**src/rtl/xo_decode_pkg.sv**
```systemverilog
// Shared types and opcode constants for the XO-form decode stage.
package xo_decode_pkg;

    localparam int unsigned XO_REG_W = 5;
    localparam int unsigned XO_XOP_W = 9;
    localparam int unsigned OPC_XO   = 31;

    typedef enum logic [1:0] {
        UNIT_ALU = 2'd0,
        UNIT_MUL = 2'd1,
        UNIT_DIV = 2'd2
    } unit_t;

    localparam logic [XO_XOP_W-1:0] XOP_ADD    = 9'd266;
    localparam logic [XO_XOP_W-1:0] XOP_SUBF   = 9'd40;
    localparam logic [XO_XOP_W-1:0] XOP_ADDC   = 9'd10;
    localparam logic [XO_XOP_W-1:0] XOP_SUBFC  = 9'd8;
    localparam logic [XO_XOP_W-1:0] XOP_ADDE   = 9'd138;
    localparam logic [XO_XOP_W-1:0] XOP_SUBFE  = 9'd136;
    localparam logic [XO_XOP_W-1:0] XOP_ADDME  = 9'd234;
    localparam logic [XO_XOP_W-1:0] XOP_SUBFME = 9'd232;
    localparam logic [XO_XOP_W-1:0] XOP_SUBFZE = 9'd200;
    localparam logic [XO_XOP_W-1:0] XOP_ADDZE  = 9'd202;
    localparam logic [XO_XOP_W-1:0] XOP_NEG    = 9'd104;
    localparam logic [XO_XOP_W-1:0] XOP_ADDG6S = 9'd74;

    localparam logic [XO_XOP_W-1:0] XOP_MULLW  = 9'd235;
    localparam logic [XO_XOP_W-1:0] XOP_MULHW  = 9'd75;
    localparam logic [XO_XOP_W-1:0] XOP_MULHWU = 9'd11;
    localparam logic [XO_XOP_W-1:0] XOP_MULLD  = 9'd233;
    localparam logic [XO_XOP_W-1:0] XOP_MULHD  = 9'd73;
    localparam logic [XO_XOP_W-1:0] XOP_MULHDU = 9'd9;

    localparam logic [XO_XOP_W-1:0] XOP_DIVW   = 9'd491;
    localparam logic [XO_XOP_W-1:0] XOP_DIVWU  = 9'd459;
    localparam logic [XO_XOP_W-1:0] XOP_DIVWE  = 9'd427;
    localparam logic [XO_XOP_W-1:0] XOP_DIVWEU = 9'd395;
    localparam logic [XO_XOP_W-1:0] XOP_DIVD   = 9'd489;
    localparam logic [XO_XOP_W-1:0] XOP_DIVDU  = 9'd457;
    localparam logic [XO_XOP_W-1:0] XOP_DIVDE  = 9'd425;
    localparam logic [XO_XOP_W-1:0] XOP_DIVDEU = 9'd393;

    typedef struct packed {
        logic [XO_REG_W-1:0] rt;
        logic [XO_REG_W-1:0] ra;
        logic [XO_REG_W-1:0] rb;
        logic [XO_XOP_W-1:0] xop;
        logic                oe;
        logic                rc;
        unit_t               unit;
        logic                illegal;
    } xo_entry_t;

endpackage

```
**src/rtl/xo_decode_stage_if.sv**
```systemverilog
// Instruction-in / decoded-entry-out handshake bundle for xo_decode_stage.
interface xo_decode_stage_if #(
    parameter int unsigned INSTR_WIDTH = 32,
    parameter int unsigned REG_WIDTH   = 5,
    parameter int unsigned XOP_WIDTH   = 9
);
    logic                   valid_i;
    logic [INSTR_WIDTH-1:0] instruction_i;
    logic                   ready_o;
    logic                   valid_o;
    logic                   ready_i;
    logic [REG_WIDTH-1:0]   rt_o;
    logic [REG_WIDTH-1:0]   ra_o;
    logic [REG_WIDTH-1:0]   rb_o;
    logic [XOP_WIDTH-1:0]   xop_o;
    logic                   oe_o;
    logic                   rc_o;
    logic [1:0]             unit_o;
    logic                   illegal_o;

    modport slave (
        input  valid_i, instruction_i, ready_i,
        output ready_o, valid_o, rt_o, ra_o, rb_o, xop_o, oe_o, rc_o, unit_o, illegal_o
    );

    modport master (
        output valid_i, instruction_i, ready_i,
        input  ready_o, valid_o, rt_o, ra_o, rb_o, xop_o, oe_o, rc_o, unit_o, illegal_o
    );
endinterface

```
**src/rtl/xo_xop_classify.sv**
```systemverilog
// Maps an opcode-31 extended opcode to its execution unit and legality.
module xo_xop_classify
    import xo_decode_pkg::*;
#(
    parameter bit SUPPORT_64 = 1'b1
) (
    input  logic [XO_XOP_W-1:0] xop_i,
    output unit_t               unit_o,
    output logic                legal_o
);
    logic dword;

    always_comb begin
        unit_o  = UNIT_ALU;
        legal_o = 1'b0;
        dword   = 1'b0;
        case (xop_i)
            XOP_ADD, XOP_SUBF, XOP_ADDC, XOP_SUBFC, XOP_ADDE, XOP_SUBFE,
            XOP_ADDME, XOP_SUBFME, XOP_SUBFZE, XOP_ADDZE, XOP_NEG, XOP_ADDG6S: begin
                legal_o = 1'b1;
            end
            XOP_MULLW, XOP_MULHW, XOP_MULHWU: begin
                unit_o  = UNIT_MUL;
                legal_o = 1'b1;
            end
            XOP_MULLD, XOP_MULHD, XOP_MULHDU: begin
                unit_o  = UNIT_MUL;
                legal_o = 1'b1;
                dword   = 1'b1;
            end
            XOP_DIVW, XOP_DIVWU, XOP_DIVWE, XOP_DIVWEU: begin
                unit_o  = UNIT_DIV;
                legal_o = 1'b1;
            end
            XOP_DIVD, XOP_DIVDU, XOP_DIVDE, XOP_DIVDEU: begin
                unit_o  = UNIT_DIV;
                legal_o = 1'b1;
                dword   = 1'b1;
            end
            default: ;
        endcase
        // Illegal ops are always reported against the ALU.
        if (dword && !SUPPORT_64) begin
            unit_o  = UNIT_ALU;
            legal_o = 1'b0;
        end
    end
endmodule

```
**src/rtl/xo_decode_stage.sv**
```systemverilog
// XO-form decode stage: opcode-31 field extraction and unit classification,
// followed by a 2-entry skid buffer so downstream backpressure never drops work.
module xo_decode_stage
    import xo_decode_pkg::*;
#(
    parameter int unsigned OPCODE_WIDTH = 6,
    parameter int unsigned XOP_WIDTH    = 9,
    parameter int unsigned REG_WIDTH    = 5,
    parameter int unsigned INSTR_WIDTH  = 32,
    parameter bit          SUPPORT_64   = 1'b1,
    parameter bit          EMIT_ILLEGAL = 1'b1
) (
    input  logic             clock_i,
    input  logic             reset_n_i,
    input  logic             flush_i,
    xo_decode_stage_if.slave bus
);
    localparam logic [1:0] ST_EMPTY = 2'b00;
    localparam logic [1:0] ST_ONE   = 2'b10;
    localparam logic [1:0] ST_FULL  = 2'b11;

    // Power numbering: bit 0 is the MSB of the instruction word.
    localparam int unsigned MSB    = INSTR_WIDTH - 1;
    localparam int unsigned RT_MSB = MSB - OPCODE_WIDTH;
    localparam int unsigned RA_MSB = RT_MSB - REG_WIDTH;
    localparam int unsigned RB_MSB = RA_MSB - REG_WIDTH;
    localparam int unsigned OE_BIT = RB_MSB - REG_WIDTH;

    logic [OPCODE_WIDTH-1:0] opcode;
    logic [XOP_WIDTH-1:0]    xop;
    unit_t                   cls_unit;
    logic                    cls_legal;
    logic                    is_xo;
    logic                    enq;
    logic                    pop;
    xo_entry_t               new_entry;

    logic      head_v_q, head_v_d;
    logic      skid_v_q, skid_v_d;
    logic      ready_q, ready_d;
    xo_entry_t head_q, head_d;
    xo_entry_t skid_q, skid_d;

    assign opcode = bus.instruction_i[MSB -: OPCODE_WIDTH];
    assign xop    = bus.instruction_i[XOP_WIDTH:1];
    assign is_xo  = (opcode == OPCODE_WIDTH'(OPC_XO));

    xo_xop_classify #(
        .SUPPORT_64(SUPPORT_64)
    ) u_classify (
        .xop_i  (xop),
        .unit_o (cls_unit),
        .legal_o(cls_legal)
    );

    always_comb begin
        new_entry.rt      = bus.instruction_i[RT_MSB -: REG_WIDTH];
        new_entry.ra      = bus.instruction_i[RA_MSB -: REG_WIDTH];
        new_entry.rb      = bus.instruction_i[RB_MSB -: REG_WIDTH];
        new_entry.xop     = xop;
        new_entry.oe      = bus.instruction_i[OE_BIT];
        new_entry.rc      = bus.instruction_i[0];
        new_entry.unit    = cls_unit;
        new_entry.illegal = !cls_legal;
    end

    assign enq = bus.valid_i & ready_q & is_xo & (cls_legal | EMIT_ILLEGAL);
    assign pop = head_v_q & bus.ready_i;

    always_comb begin
        head_d   = head_q;
        skid_d   = skid_q;
        head_v_d = head_v_q;
        skid_v_d = skid_v_q;
        case ({head_v_q, skid_v_q})
            ST_EMPTY: begin
                if (enq) begin
                    head_d   = new_entry;
                    head_v_d = 1'b1;
                end
            end
            ST_ONE: begin
                if (enq && pop) begin
                    head_d = new_entry;
                end else if (enq) begin
                    skid_d   = new_entry;
                    skid_v_d = 1'b1;
                end else if (pop) begin
                    head_v_d = 1'b0;
                end
            end
            ST_FULL: begin
                if (pop) begin
                    head_d   = skid_q;
                    skid_v_d = 1'b0;
                end
            end
            default: begin
                head_v_d = 1'b0;
                skid_v_d = 1'b0;
            end
        endcase
        if (flush_i) begin
            head_v_d = 1'b0;
            skid_v_d = 1'b0;
        end
        ready_d = !skid_v_d;
    end

    always_ff @(posedge clock_i) begin
        if (!reset_n_i) begin
            head_v_q <= 1'b0;
            skid_v_q <= 1'b0;
            ready_q  <= 1'b0;
        end else begin
            head_v_q <= head_v_d;
            skid_v_q <= skid_v_d;
            ready_q  <= ready_d;
        end
    end

    always_ff @(posedge clock_i) begin
        head_q <= head_d;
        skid_q <= skid_d;
    end

    assign bus.ready_o   = ready_q;
    assign bus.valid_o   = head_v_q;
    assign bus.rt_o      = head_q.rt;
    assign bus.ra_o      = head_q.ra;
    assign bus.rb_o      = head_q.rb;
    assign bus.xop_o     = head_q.xop;
    assign bus.oe_o      = head_q.oe;
    assign bus.rc_o      = head_q.rc;
    assign bus.unit_o    = head_q.unit;
    assign bus.illegal_o = head_q.illegal;
endmodule

```
**src/flat_wrapper.sv**
```systemverilog
// flat-port wrapper written by rule: the top's interface ports become plain ports
module xo_decode_stage_flat import xo_decode_pkg::*;
#(
    parameter int unsigned OPCODE_WIDTH = 6,
    parameter int unsigned XOP_WIDTH    = 9,
    parameter int unsigned REG_WIDTH    = 5,
    parameter int unsigned INSTR_WIDTH  = 32,
    parameter bit          SUPPORT_64   = 1'b1,
    parameter bit          EMIT_ILLEGAL = 1'b1
)
  (clock_i, reset_n_i, flush_i, bus_valid_i, bus_instruction_i, bus_ready_i, bus_ready_o, bus_valid_o, bus_rt_o, bus_ra_o, bus_rb_o, bus_xop_o, bus_oe_o, bus_rc_o, bus_unit_o, bus_illegal_o);
  xo_decode_stage_if #(.INSTR_WIDTH(INSTR_WIDTH), .REG_WIDTH(REG_WIDTH), .XOP_WIDTH(XOP_WIDTH)) bus_i ();
  input  logic clock_i;
  input  logic reset_n_i;
  input  logic flush_i;
  input wire logic [$bits(bus_i.valid_i)-1:0] bus_valid_i;
  input wire logic [$bits(bus_i.instruction_i)-1:0] bus_instruction_i;
  input wire logic [$bits(bus_i.ready_i)-1:0] bus_ready_i;
  output wire logic [$bits(bus_i.ready_o)-1:0] bus_ready_o;
  output wire logic [$bits(bus_i.valid_o)-1:0] bus_valid_o;
  output wire logic [$bits(bus_i.rt_o)-1:0] bus_rt_o;
  output wire logic [$bits(bus_i.ra_o)-1:0] bus_ra_o;
  output wire logic [$bits(bus_i.rb_o)-1:0] bus_rb_o;
  output wire logic [$bits(bus_i.xop_o)-1:0] bus_xop_o;
  output wire logic [$bits(bus_i.oe_o)-1:0] bus_oe_o;
  output wire logic [$bits(bus_i.rc_o)-1:0] bus_rc_o;
  output wire logic [$bits(bus_i.unit_o)-1:0] bus_unit_o;
  output wire logic [$bits(bus_i.illegal_o)-1:0] bus_illegal_o;
  assign bus_i.valid_i = bus_valid_i;
  assign bus_i.instruction_i = bus_instruction_i;
  assign bus_i.ready_i = bus_ready_i;
  assign bus_ready_o = bus_i.ready_o;
  assign bus_valid_o = bus_i.valid_o;
  assign bus_rt_o = bus_i.rt_o;
  assign bus_ra_o = bus_i.ra_o;
  assign bus_rb_o = bus_i.rb_o;
  assign bus_xop_o = bus_i.xop_o;
  assign bus_oe_o = bus_i.oe_o;
  assign bus_rc_o = bus_i.rc_o;
  assign bus_unit_o = bus_i.unit_o;
  assign bus_illegal_o = bus_i.illegal_o;
  xo_decode_stage #(.OPCODE_WIDTH(OPCODE_WIDTH), .XOP_WIDTH(XOP_WIDTH), .REG_WIDTH(REG_WIDTH), .INSTR_WIDTH(INSTR_WIDTH), .SUPPORT_64(SUPPORT_64), .EMIT_ILLEGAL(EMIT_ILLEGAL)) u_core (.clock_i(clock_i), .reset_n_i(reset_n_i), .flush_i(flush_i), .bus(bus_i));
endmodule
```
**config.mk**
```make
export PLATFORM = sky130hd
export DESIGN_NAME = xo_decode_stage_flat
export DESIGN_NICKNAME = d
export VERILOG_FILES = /design/src/rtl/xo_decode_pkg.sv /design/src/rtl/xo_decode_stage_if.sv /design/src/rtl/xo_xop_classify.sv /design/src/rtl/xo_decode_stage.sv /design/src/flat_wrapper.sv
export SDC_FILE = /design/constraint.sdc
export NUM_CORES = 1
export LEC_CHECK = 0
export CORE_MARGIN = 3
export CORE_UTILIZATION = 45
export DETAILED_ROUTE_END_ITERATION = 10
export GPL_TIMING_DRIVEN = 0
export PLACE_DENSITY = 0.76
export SLEW_MARGIN = 40
export SYNTH_ARGS = -nofsm -noshare
export SYNTH_HDL_FRONTEND = slang
export SYNTH_SLANG_ARGS = --single-unit
```
**constraint.sdc**
```tcl
create_clock -name clock_i -period 3.1 [get_ports clock_i]
set_input_delay 0.31 -clock clock_i [delete_from_list [all_inputs] [get_ports clock_i]]
set_output_delay 0.31 -clock clock_i [all_outputs]
set_load 0.01 [all_outputs]
```
==> flow_summary.ini, run 1 <==
[run_status]
outcome = finished clean

[timing]
worstMarginPinSlew_ns = 0.609
finalMaxSlewViolations = 0
final.setup_skew_ns = 0.00498
timing.final.crit_period_ns = 2.33
hold_violations = 0
grt_setup_unrepaired = no
fin_crit_sh_pct = 75.2
slew_headroom_pct = 59.3
setup_violations = 0
fmax_ghz = 0.429

[clock_network]
worstSkewPairLatency_ns = 0.32
cts_setup_buffers = 0
clock_sinks = 61
ctsHtreeMaxLevel = 3
clock-root-buffer = clkbuf_8
cts-hold-fix-buffers = 0
cts_tree = built
clockBufferDepth = 2
cts_buffers = 9
cts.reportedPaths.clkPinSlew_ns = 0.06
cts.repair.resized = 0

[global_route]
met1_usage_pct = 21.1
gr-total-overflow = 0
grtUsageTotal_pct = 16.9
grt_max_degree = 17
top_usage_layer = met2
grt_use_met2_pct = 26.5
grt_pass1_wl_mm = 7.80
grt_pass1_vias = 1610
antenna_found_initial = 0
globalRouteMet3Util_pct = 4.88

[logic_synthesis]
synth_enable_flop_cells = 58
yosysTopAreaCell = edfxtp_1
synthTopCellsByArea = edfxtp_1, nand2_1, dfxtp_1, buf_2, buf_6
netlist.area_leader.share_pct = 72.3
seq_area_frac_synth_pct = 74.8
ys_ff_latch = 61
synth_ff_type = edfxtp_1
synth_fp_nets = 224
netlist_area_sq_um = 2410
synthDistinctLibCells = 28
yosysMostFrequentCell = nand2_1
synthCells = 187
ys_warn_count = 0
async_flop_share_pct = 0
postSynthAreaPerCell_sq_um = 12.9
synthTopCellsByCount = nand2_1, edfxtp_1, nor2_1

[worst_setup_path]
crit_slowest_cell = nor3b_4
cp-start-kind = primary input
cp-end-kind = flop
cp_top_family = simple AND/OR/NAND/NOR gates
crit_buf_inv = 3
worstSetupStartpoint = bus_instruction_i[31]
crit_type = in -> reg
r2r-start = u_core.bus.ready_o
cp.required_ns = 3.13
worstPathMaxFanout = 11
arrival_ns = 2.36
slowest_delay_ns = 0.50
path_cells = clkdlybuf4s50_1, nand4b_1, or3_1, nor3b_4, buf_4, buf_6

[final_layout]
synthToLayoutAreaGrowth_pct = 43.7
drive_above_1_share_pct = 11.4
diodes = 0
final_cell_area_sq_um = 3460
final_cell_count_no_fill = 343
final_nets = 305
nFillCells = 414

[floorplanning]
die_w_um = 79.2
start_util_pct = 46.9
die_y_um = 79.2
rows = 26
io_pins = 68
coreArea_sq_um = 5140
die_area_sq_um = 6270

[placed_design]
place.gp.congestion = 0.756
placed_area_sq_um = 3230
placed_cells = 327
dp_hpwl_mm = 3.41
portBuffers = 67

[power]
power_frac_comb_pct = 4.9
switching_share_pct = 17.7
p_clk_share_pct = 45.3
internal_power_mw = 1.49
vdd_drop_max_mv = 0.411
p_leak_nw = 1.30
p_switching_uw = 319
powerDensity_nw_per_um2 = 522
seqPwrFrac_pct = 49.9

[worst_hold_path]
hp-class = reg -> reg
hp-start = u_core.skid_q[5]

[routing]
post_drt_wl_per_cell_um = 14.0
drc = 0
viasPerCell = 4.78
drtIter0Drc = 131
dr.pass1.iters = 4
drt_wl_total_mm = 4.79
ant_nets = 0
route.vias.total = 1639

[job]
drv_cap = 0
==> stage by stage <==
step	setup TNS, ns	power [mW]	hold WS [ns]	setup WS [ns]	util, %
2_1_floorplan	0	0.945	0.409	0.309	-
3_3_place_gp	-37.93	1.00	0.487	-0.884	61.6
3_5_place_dp	0	1.01	0.493	0.408	62.9
4_1_cts	0	1.82	0.509	0.756	67.3
5_1_grt	0	1.87	0.531	0.614	67.3
6_report	0	1.81	0.509	0.767	67.3
==> tightest hold or removal path: stages, from the launching register on <==
cell and delay [ns]:
edfxtp_1 0.32, nand2_1 0.04, nand2_1 0.04
==> power groups by stage <==
| stage | Sequential [mW] | Combinational [mW] | Clock, mW |
|---|---|---|---|
| after floorplan | 0.920 | 0.0257 | 0 |
| after global placement | 0.919 | 0.0849 | 0 |
| after detailed placement | 0.919 | 0.0880 | 0 |
| after CTS | 0.901 | 0.0885 | 0.830 |
| after global routing | 0.901 | 0.0978 | 0.873 |
| final | 0.901 | 0.0877 | 0.817 |
==> cell families (layout without fill, tap and decap cells) <==
kind of cell,Yosys count,after routing,synth area share [%]
mux,2,2,0.935
simple gates,103,103,18.4
buf+inv,8,94,2.13
flops,61,61,74.8
compound gates,13,13,3.69
==> placed cells by master, fill, tap and decap left out, types with 2 or more instances in the layout <==
cell / n
a21oi_1: 2
buf_2: 5
buf_6: 3
bufinv_16: 3
clkbuf_1: 2
clkbuf_8: 9
clkdlybuf4s50_1: 67
dfxtp_1: 3
edfxtp_1: 58
mux2_2: 2
nand2_1: 81
nand2b_1: 2
nor2_1: 6
nor2b_1: 3
nor3b_1: 2
o21ai_0: 4
==> metal layers <==
layer	vias up	wire [um]	part of all wire, %
met3	9	300	6.3
met4	0	93	1.9
met2	51	2290	48
li1	820	-	-
met5	-	0	0
met1	759	2100	44
==> worst paths after layout <==
check | to | slack [ns] | depth (start not counted)
worst max-delay path | u_core.skid_q[22] | 0.77 | 6
worst min-delay path | u_core.bus.xop_o[0] | 0.51 | 2
worst max register to register | u_core.skid_q[22] | 0.96 | 5
worst min register to register | u_core.bus.xop_o[0] | 0.51 | 2
==> final cells by class <==
cell class                      instances  area (sq um)  area share (%)
Buffer                                  7          47.5            1.37
Clock inverter                          5          98.8            2.86
Inverter                                1          3.75           0.108
Multi-Input combinational cell        118           573            16.6
Clock buffer                           11           131            3.80
Sequential cell                        61          1800            52.1
Timing Repair Buffer                   70           717            20.7
Tap cell                               70          87.6            2.53
==> sequential cells by signal, indices dropped and copies added (netlist names), 2 cells and up <==
| register | cells |
|---|---|
| u_core.bus.xop_o | 9 |
| u_core.bus.rt_o | 5 |
| u_core.skid_q | 29 |
| u_core.bus.unit_o | 2 |
| u_core.bus.rb_o | 5 |
| u_core.bus.ra_o | 5 |
(Power assumes the default switching activity.)
==> run 2: changes to the inputs <==
==> constraint.sdc (replaced) <==
create_clock -name clock_i -period 2.44 [get_ports clock_i]
set_input_delay 0.244 -clock clock_i [delete_from_list [all_inputs] [get_ports clock_i]]
set_output_delay 0.244 -clock clock_i [all_outputs]
set_load 0.01 [all_outputs]
==> run 2 against run 1 <==
Compared with the run above:
- total power up 13%
- combinational power up 28%
- largest cell class unchanged
- setup slack worse by 0.64 ns
- die area unchanged
- via count down 0.49%
- worst hold slack worse by 0.015 ns
- clock skew down 0.0011 ns
- final area down 2.1%
- sequential share of layout area up 1.1 points
==> flow_summary.ini, run 2 (synthesis results as in run 1) <==
[timing]
grt_setup_unrepaired = no
final.setup_skew_ns = 0.00386
hold_violations = 0
worst_hold_slack_ns = 0.494
timing.final.crit_period_ns = 2.31
fin_crit_sh_pct = 94.8
fmax_ghz = 0.433
worstMarginPinSlew_ns = 0.620
finalSetupTns_ns = 0
fin_ws_ns = 0.128
setup_violations = 0
slew_headroom_pct = 58.6
finalMaxSlewViolations = 0

[power]
switching_share_pct = 18.6
internal_power_mw = 1.67
p_switching_uw = 381
seqPwrFrac_pct = 56.0
p_clk_share_pct = 38.6
power_frac_comb_pct = 5.4
vdd_drop_max_mv = 0.328
powerDensity_nw_per_um2 = 604
total_power_mw = 2.05
p_leak_nw = 1.26

[final_layout]
nFillCells = 426
synthToLayoutAreaGrowth_pct = 40.6
final_nets = 305
layout_commonest_cell = nand2_1
drive_above_1_share_pct = 10.3
largest_register = u_core.skid_q
largest_reg_flops = 29
diodes = 0
final_cell_mix = nand2_1, clkdlybuf4s50_1, edfxtp_1, clkbuf_8, nor2_1
final_cell_area_sq_um = 3390

[global_route]
gr-total-overflow = 0
grt_pass1_wl_mm = 7.69
grtUsageTotal_pct = 16.4
grt_pass1_vias = 1579
grt_max_degree = 18
antenna_found_initial = 0

[routing]
drt_wl_total_mm = 4.63
post_drt_wl_per_cell_um = 13.6
route.vias.total = 1631
ant_nets = 0
drtIter0Drc = 112
drc = 0
viasPerCell = 4.78
dr.pass1.iters = 4

[clock_network]
clock_sinks = 61
cts.reportedPaths.clkPinSlew_ns = 0.06
cts.repair.resized = 0
cts-hold-fix-buffers = 0
cts_tree = built
cts_setup_buffers = 0
clockBufferDepth = 2
cts_buffers = 9
worstSkewPairLatency_ns = 0.32
ctsHtreeMaxLevel = 3
clock-root-buffer = clkbuf_8

[floorplanning]
io_pins = 68
start_util_pct = 46.9
die_area_sq_um = 6270
die_w_um = 79.2
coreArea_sq_um = 5140
die_y_um = 79.2
rows = 26

[placed_design]
place.gp.congestion = 0.755
dp_slack_ns = -0.240
portBuffers = 67
placed_area_sq_um = 3220
dp_hpwl_mm = 3.23

[run_status]
outcome = finished clean

[worst_setup_path]
cp-start-kind = primary input
worstPathMaxFanout = 12
arrival_ns = 2.33
slowest_delay_ns = 0.58
cp.required_ns = 2.46
path_cells = clkdlybuf4s50_1, nand4b_1, or3_1, nor3b_4, buf_6, buf_4
crit_type = in -> reg
cp-end-kind = flop
crit_slowest_cell = nor3b_4

[job]
drv_cap = 0

[worst_hold_path]
hp-class = in -> reg
[run 2: path summary, 6_finish.rpt]
| kind | from | slack [ns] | end | cells past startpoint |
|---|---|---|---|---|
| setup / recovery | bus_instruction_i[29] | 0.13 | u_core.skid_q[27] | 6 |
| hold / removal | reset_n_i | 0.49 | u_core.bus.ready_o | 2 |
| setup reg to reg | u_core.bus.ready_o | 0.25 | u_core.skid_q[27] | 5 |
| hold reg to reg | u_core.skid_q[26] | 0.51 | u_core.bus.rt_o[2] | 2 |
[run 2: through the flow]
| stage | util (%) | std cells |
|---|---|---|
| 2_1_floorplan | - | 187 |
| 3_3_place_gp | 61.7 | 324 |
| 3_5_place_dp | 62.6 | 327 |
| 4_1_cts | 65.9 | 341 |
| 5_1_grt | 65.9 | 341 |
| 6_report | 65.9 | 341 |
[run 2: metal layers]
metal	GRT usage, %	wire length (um)	part of all wire (%)
met3	4.65	279	6.0
met1	20.9	2030	44
met4	8.76	99	2.1
met5	0	0	0
met2	25.4	2220	48
[run 2: cell type report]
class / count / area [sq um] / area share (%)
buffer: 7 / 47.5 / 1.40
clock inverter: 4 / 41.3 / 1.22
tap: 70 / 87.6 / 2.59
inverter: 1 / 3.75 / 0.111
clock buffer: 10 / 128 / 3.77
timing repair buffer: 70 / 704 / 20.8
multi-input combinational: 118 / 573 / 16.9
sequential: 61 / 1800 / 53.2
[run 2: power groups by stage]
stage          combinational, mW  clock, mW  sequential [mW]
2_1_floorplan             0.0327          0             1.17
3_3_place_gp               0.108          0             1.17
3_5_place_dp               0.111          0             1.17
4_1_cts                    0.112      0.811             1.15
5_1_grt                    0.125      0.869             1.14
6_report                   0.112      0.790             1.15
[run 2: critical path: cells and delay by family]
family,cells,cell delay (ns)
and+or+nand+nor,3,1.18
buffers and inverters,3,0.91
